[src/rtl/uart_tx.sv]
// 8N1 UART transmitter with a small byte FIFO, fixed bitrate from the system
// clock, and an optional idle gap after every stop bit.
module uart_tx #(
    parameter int unsigned CLK_HZ      = 66_000_000,
    parameter int unsigned BITRATE_BPS = 9_600,
    parameter int unsigned GAP_BITS    = 5,
    parameter int unsigned FIFO_DEPTH  = 4
) (
    input  logic       clk,
    input  logic       rst_n,
    input  logic [7:0] data_in,
    input  logic       data_in_valid,
    output logic       data_in_ready,
    output logic       tx,
    output logic       busy
);

    localparam int unsigned BIT_CLK = CLK_HZ / BITRATE_BPS;
    localparam int unsigned CNT_W   = $clog2(BIT_CLK);
    localparam int unsigned GAP_W   = (GAP_BITS > 1) ? $clog2(GAP_BITS) : 1;
    localparam int unsigned PTR_W   = $clog2(FIFO_DEPTH);
    localparam int unsigned LVL_W   = $clog2(FIFO_DEPTH + 1);

    typedef enum logic [2:0] {
        ST_IDLE,
        ST_START,
        ST_DATA,
        ST_STOP,
        ST_GAP
    } state_e;

    state_e             state_q, state_d;
    logic [CNT_W-1:0]   bit_cnt_q, bit_cnt_d;
    logic [2:0]         idx_q, idx_d;
    logic [GAP_W-1:0]   gap_cnt_q, gap_cnt_d;
    logic [7:0]         shift_q, shift_d;
    logic [PTR_W-1:0]   wr_ptr_q, wr_ptr_d;
    logic [PTR_W-1:0]   rd_ptr_q, rd_ptr_d;
    logic [LVL_W-1:0]   count_q, count_d;
    logic               tx_q, tx_d;
    logic               busy_q, busy_d;
    logic               ready_q, ready_d;
    logic [7:0]         mem_q [FIFO_DEPTH];

    logic               push_c;
    logic               pop_c;
    logic               bit_done_c;
    logic               fifo_empty_c;

    assign push_c       = data_in_valid && ready_q;
    assign fifo_empty_c = (count_q == '0);
    assign bit_done_c   = (bit_cnt_q == CNT_W'(BIT_CLK - 1));

    // Next-state logic; every pop loads the head byte and restarts the counters.
    always_comb begin
        state_d   = state_q;
        bit_cnt_d = bit_cnt_q;
        idx_d     = idx_q;
        gap_cnt_d = gap_cnt_q;
        shift_d   = shift_q;
        pop_c     = 1'b0;

        case (state_q)
            ST_IDLE: begin
                if (!fifo_empty_c) begin
                    pop_c     = 1'b1;
                    shift_d   = mem_q[rd_ptr_q];
                    bit_cnt_d = '0;
                    idx_d     = '0;
                    gap_cnt_d = '0;
                    state_d   = ST_START;
                end
            end
            ST_START: begin
                if (bit_done_c) begin
                    bit_cnt_d = '0;
                    idx_d     = '0;
                    state_d   = ST_DATA;
                end else begin
                    bit_cnt_d = bit_cnt_q + CNT_W'(1);
                end
            end
            ST_DATA: begin
                if (bit_done_c) begin
                    bit_cnt_d = '0;
                    shift_d   = {1'b0, shift_q[7:1]};
                    idx_d     = idx_q + 3'd1;
                    if (idx_q == 3'd7) begin
                        state_d = ST_STOP;
                    end
                end else begin
                    bit_cnt_d = bit_cnt_q + CNT_W'(1);
                end
            end
            ST_STOP: begin
                if (bit_done_c) begin
                    bit_cnt_d = '0;
                    gap_cnt_d = '0;
                    if (GAP_BITS != 0) begin
                        state_d = ST_GAP;
                    end else if (!fifo_empty_c) begin
                        pop_c   = 1'b1;
                        shift_d = mem_q[rd_ptr_q];
                        idx_d   = '0;
                        state_d = ST_START;
                    end else begin
                        state_d = ST_IDLE;
                    end
                end else begin
                    bit_cnt_d = bit_cnt_q + CNT_W'(1);
                end
            end
            ST_GAP: begin
                if (bit_done_c) begin
                    bit_cnt_d = '0;
                    if (gap_cnt_q == GAP_W'(GAP_BITS - 1)) begin
                        gap_cnt_d = '0;
                        if (!fifo_empty_c) begin
                            pop_c   = 1'b1;
                            shift_d = mem_q[rd_ptr_q];
                            idx_d   = '0;
                            state_d = ST_START;
                        end else begin
                            state_d = ST_IDLE;
                        end
                    end else begin
                        gap_cnt_d = gap_cnt_q + GAP_W'(1);
                    end
                end else begin
                    bit_cnt_d = bit_cnt_q + CNT_W'(1);
                end
            end
            default: begin
                state_d = ST_IDLE;
            end
        endcase
    end

    // FIFO bookkeeping and registered outputs derived from the next state.
    always_comb begin
        wr_ptr_d = wr_ptr_q;
        rd_ptr_d = rd_ptr_q;
        count_d  = count_q;

        if (push_c) begin
            wr_ptr_d = wr_ptr_q + PTR_W'(1);
        end
        if (pop_c) begin
            rd_ptr_d = rd_ptr_q + PTR_W'(1);
        end
        if (push_c && !pop_c) begin
            count_d = count_q + LVL_W'(1);
        end else if (!push_c && pop_c) begin
            count_d = count_q - LVL_W'(1);
        end

        case (state_d)
            ST_START: tx_d = 1'b0;
            ST_DATA:  tx_d = shift_d[0];
            default:  tx_d = 1'b1;
        endcase

        busy_d  = (state_d != ST_IDLE) || (count_d != '0);
        ready_d = (count_d != LVL_W'(FIFO_DEPTH));
    end

    always_ff @(posedge clk) begin
        if (!rst_n) begin
            state_q   <= ST_IDLE;
            bit_cnt_q <= '0;
            idx_q     <= '0;
            gap_cnt_q <= '0;
            shift_q   <= '0;
            wr_ptr_q  <= '0;
            rd_ptr_q  <= '0;
            count_q   <= '0;
            tx_q      <= 1'b1;
            busy_q    <= 1'b0;
            ready_q   <= 1'b0;
        end else begin
            state_q   <= state_d;
            bit_cnt_q <= bit_cnt_d;
            idx_q     <= idx_d;
            gap_cnt_q <= gap_cnt_d;
            shift_q   <= shift_d;
            wr_ptr_q  <= wr_ptr_d;
            rd_ptr_q  <= rd_ptr_d;
            count_q   <= count_d;
            tx_q      <= tx_d;
            busy_q    <= busy_d;
            ready_q   <= ready_d;
        end
    end

    // Storage needs no reset; the pointers define which entries are live.
    always_ff @(posedge clk) begin
        if (push_c) begin
            mem_q[wr_ptr_q] <= data_in;
        end
    end

    assign tx            = tx_q;
    assign busy          = busy_q;
    assign data_in_ready = ready_q;

endmodule

[config.mk]
export PLATFORM = sky130hd
export DESIGN_NAME = uart_tx
export DESIGN_NICKNAME = d
export VERILOG_FILES = /design/src/rtl/uart_tx.sv
export SDC_FILE = /design/constraint.sdc
export NUM_CORES = 1
export LEC_CHECK = 0
export ABC_AREA = 1
export ABC_CLOCK_PERIOD_IN_PS = 2100
export BUFFER_PORTS_ARGS = -buffer_cell sky130_fd_sc_hd__buf_2
export CORE_ASPECT_RATIO = 1.4
export CORE_UTILIZATION = 53
export CTS_BUF_LIST = sky130_fd_sc_hd__clkbuf_16
export DETAILED_ROUTE_END_ITERATION = 10
export HOLD_SLACK_MARGIN = 0.15
export PLACE_DENSITY = 0.75
export SYNTH_ARGS = -nofsm -noshare
export SYNTH_HDL_FRONTEND = slang
export SYNTH_SLANG_ARGS = --single-unit
export TNS_END_PERCENT = 5
[constraint.sdc]
create_clock -name clk -period 2.1 [get_ports clk]
set_input_delay 0.42 -clock clk [delete_from_list [all_inputs] [get_ports clk]]
set_output_delay 0.42 -clock clk [all_outputs]
set_load 0.1 [all_outputs]
==> results.ini <==
[yosys]
synth_fp_nets = 458
yosysMostFrequentCell = nand2_1
async_flop_share_pct = 0
synth_cell_types = 40
yosysWarnings = 0
synth_edf_count = 32
yosysTopAreaCell = edfxtp_1
synth.yosys.seq_area_share_pct = 49.3
synth_common_cells = nand2_1, nor2_1, inv_1
synth_cells = 434
synth_top_cell_area_share_pct = 26.3
syn-mean-instance-area_um2 = 8.42
ys_top_cells_by_area = edfxtp_1, dfxtp_1, nand2_1
syn-cell-area_um2 = 3650
synthFlopType = dfxtp_1
synth_seq_cells = 74

[cts]
clk_latency_ns = 0.34
cts_tree = yes
cts_max_level = 3
cts_buffer_depth = 2
clkSlewWorstSetupHoldPaths_ns = 0.06
cts_sinks = 74
cts_root_buf = clkbuf_16
cts_inserted_buffers = 9

[die]
die_area_um2 = 7240
fp.coreArea_um2 = 6610
die_y_um = 100
rows = 35
start_util_pct = 55.3
die_w_um = 72.2
io_pins = 14

[final_layout]
fin_area_um2 = 4210
area_growth_pct = 15.3
regArea_um2 = 1800
multi_input_area_um2 = 1620
num_antenna_cells = 0
fillers = 568
nets = 483
drive_above_1_share_pct = 17.5

[sta]
period_needed_ns = 1.92
worst_slew_pin_slew_ns = 0.506
fmax_mhz = 520
skew_ns = 0.00601
hold_ws_ns = 0.296
final.setup.tns_ns = 0
setup_viol_count_final = 0
report.final.slew_viol_count = 0
slew_headroom_pct = 65.9
hold_viol = 0
period_share_pct = 91.7
timing.final.ws_setup_ns = 0.175

[detailed_routing]
drcViolationCount = 0
ant_nets = 0
wl_per_cell_um = 13.4
num_vias = 2894
routed_wl_um = 7450
drt_first_iter_violations = 124
dr.pass1.iters = 4
vias_per_cell = 5.21

[setup_path]
path_max_fanout = 7
r2r_setup_slack_ns = 0.18
crit_path_start_kind = flip-flop
crit_start = count_q[0]$_SDFF_PN0_
critPathKind = flip-flop to flip-flop
arrival_ns = 2.13
cp-end-kind = flip-flop
reg2reg_to = idx_q[1]$_SDFFE_PN0P_
regToRegStartpoint = count_q[0]$_SDFF_PN0_
endpoint = idx_q[1]$_SDFFE_PN0P_
required_ns = 2.31
r2r_cells = 11

[placed_design]
dp_slack_ns = 0.227
port-buffer-count = 13
post_dp_cell_area_um2 = 3860
gp_congestion = 0.902
place_hpwl_um = 5350

[pwr]
finalPower_w = 0.00595
p_per_area_nw_per_um2 = 1410
worst_ir_drop_vdd_mv = 0.659
leakagePower_nw = 1.78

[global_route]
first_global_vias = 2820
grt_pass1_wl_um = 12200
grt_max_degree = 17
grt.busiest_layer = met2
overflow = 0
met2_usage_pct = 39.8
groute.layer.met1.usage_pct = 24.7
gr-usage-met3_pct = 4.02
grt_antenna_before_repair = 0
gr-usage-all-layers_pct = 22.2

[worst_hold_path]
hp-class = input pin to flip-flop

[run_status]
status = complete, no violations

[job]
drv_cap = 0

sequential cells by signal, indices dropped and copies added (netlist names), named ones only:
register,cells
tx,1
mem_q,32
idx_q,3
shift_q,8
bit_cnt_q,13
state_q,3
gap_cnt_q,3
rd_ptr_q,2
busy,1
count_q,3
data_in_ready,1
wr_ptr_q,2
metal layers:
| metal | share of wire, % | wire (µm) |
|---|---|---|
| met3 | 3.1 | 231 |
| met1 | 41 | 3080 |
| met2 | 53 | 3970 |
| met4 | 2.3 | 172 |
| met5 | 0 | 0 |
cells by family after synthesis:
family | Yosys count | synth area share (%)
compound gates | 83 | 13.2
xor+xnor | 5 | 1.20
fa+ha+maj | 13 | 4.45
buf+inv | 69 | 7.43
flops | 74 | 49.3
simple gates | 190 | 24.4
per-stage QoR:
step                      cells  utilization, %
after floorplan             434               -
after global placement      540            58.4
after detailed placement    540            58.4
after CTS                   556            63.1
after global routing        556            63.7
final                       556            63.7
worst min-delay path by stage:
stage / slack, ns / startpoint / cells past startpoint / endpoint
after floorplan: 0.44 / rd_ptr_q[1]$_SDFFE_PN0P_ / 2 / flip-flop
after global placement: 0.44 / bit_cnt_q[11]$_SDFFE_PN0P_ / 2 / bit_cnt_q[11]$_SDFFE_PN0P_
after detailed placement: 0.45 / bit_cnt_q[11]$_SDFFE_PN0P_ / 2 / bit_cnt_q[11]$_SDFFE_PN0P_
after CTS: 0.28 / data_in[6] / 1 / mem_q[2][6]$_DFFE_PP_
after global routing: 0.29 / data_in[6] / 1 / mem_q[2][6]$_DFFE_PP_
final: 0.30 / data_in[6] / 1 / mem_q[2][6]$_DFFE_PP_
power breakdown:
group	leakage, nW	switching (W)	internal (W)
Combinational	1.00	0.00166	0.000824
Sequential	0.634	0.000151	0.00173
Clock	0.149	0.000638	0.000944
cells in the final DEF, fill, tap and decap left out, types with 3 or more instances in the layout:
cell       count
nand2_1       74
nor2_1        53
inv_1         52
dfxtp_1       41
edfxtp_1      32
o21ai_0       29
a21oi_1       22
nand3_1       15
ha_1          13
buf_2         13
o211ai_1      12
nor3_1        10
clkbuf_16      9
buf_4          9
nor2_2         8
nand2_2        7
inv_2          7
o22ai_1        7
nor2_4         4
nand3_2        4
xor2_1         4
inv_6          4
nand2_4        3
a31oi_1        3
o21ai_1        3
nand4_1        3
layout make-up:
cell class | count | area share (%)
repair buffers | 22 | 3.15
clock inverters | 7 | 1.99
inverters | 61 | 5.49
multi-input cells | 291 | 38.5
flip-flops and latches | 74 | 42.8
well taps | 92 | 2.73
clock buffers | 9 | 5.35
critical path: stages, from the launching register on:
cell and delay (ns):
dfxtp_1 0.38, inv_1 0.09, ha_1 0.19, inv_1 0.09, nor2_4 0.06, nor2_1 0.31, nor3_1 0.07, or2_1 0.22
inv_2 0.08, nand3_2 0.09, a21oi_1 0.15, nor3_1 0.06
repair_timing:
item / 4_1_cts / 5_1_grt
endpoints found under the setup margin: 0 / 10
hold buffers: 0 / 0
setup buffers: 0 / 0
resized for setup: 0 / 11
(Power assumes the default switching activity.)
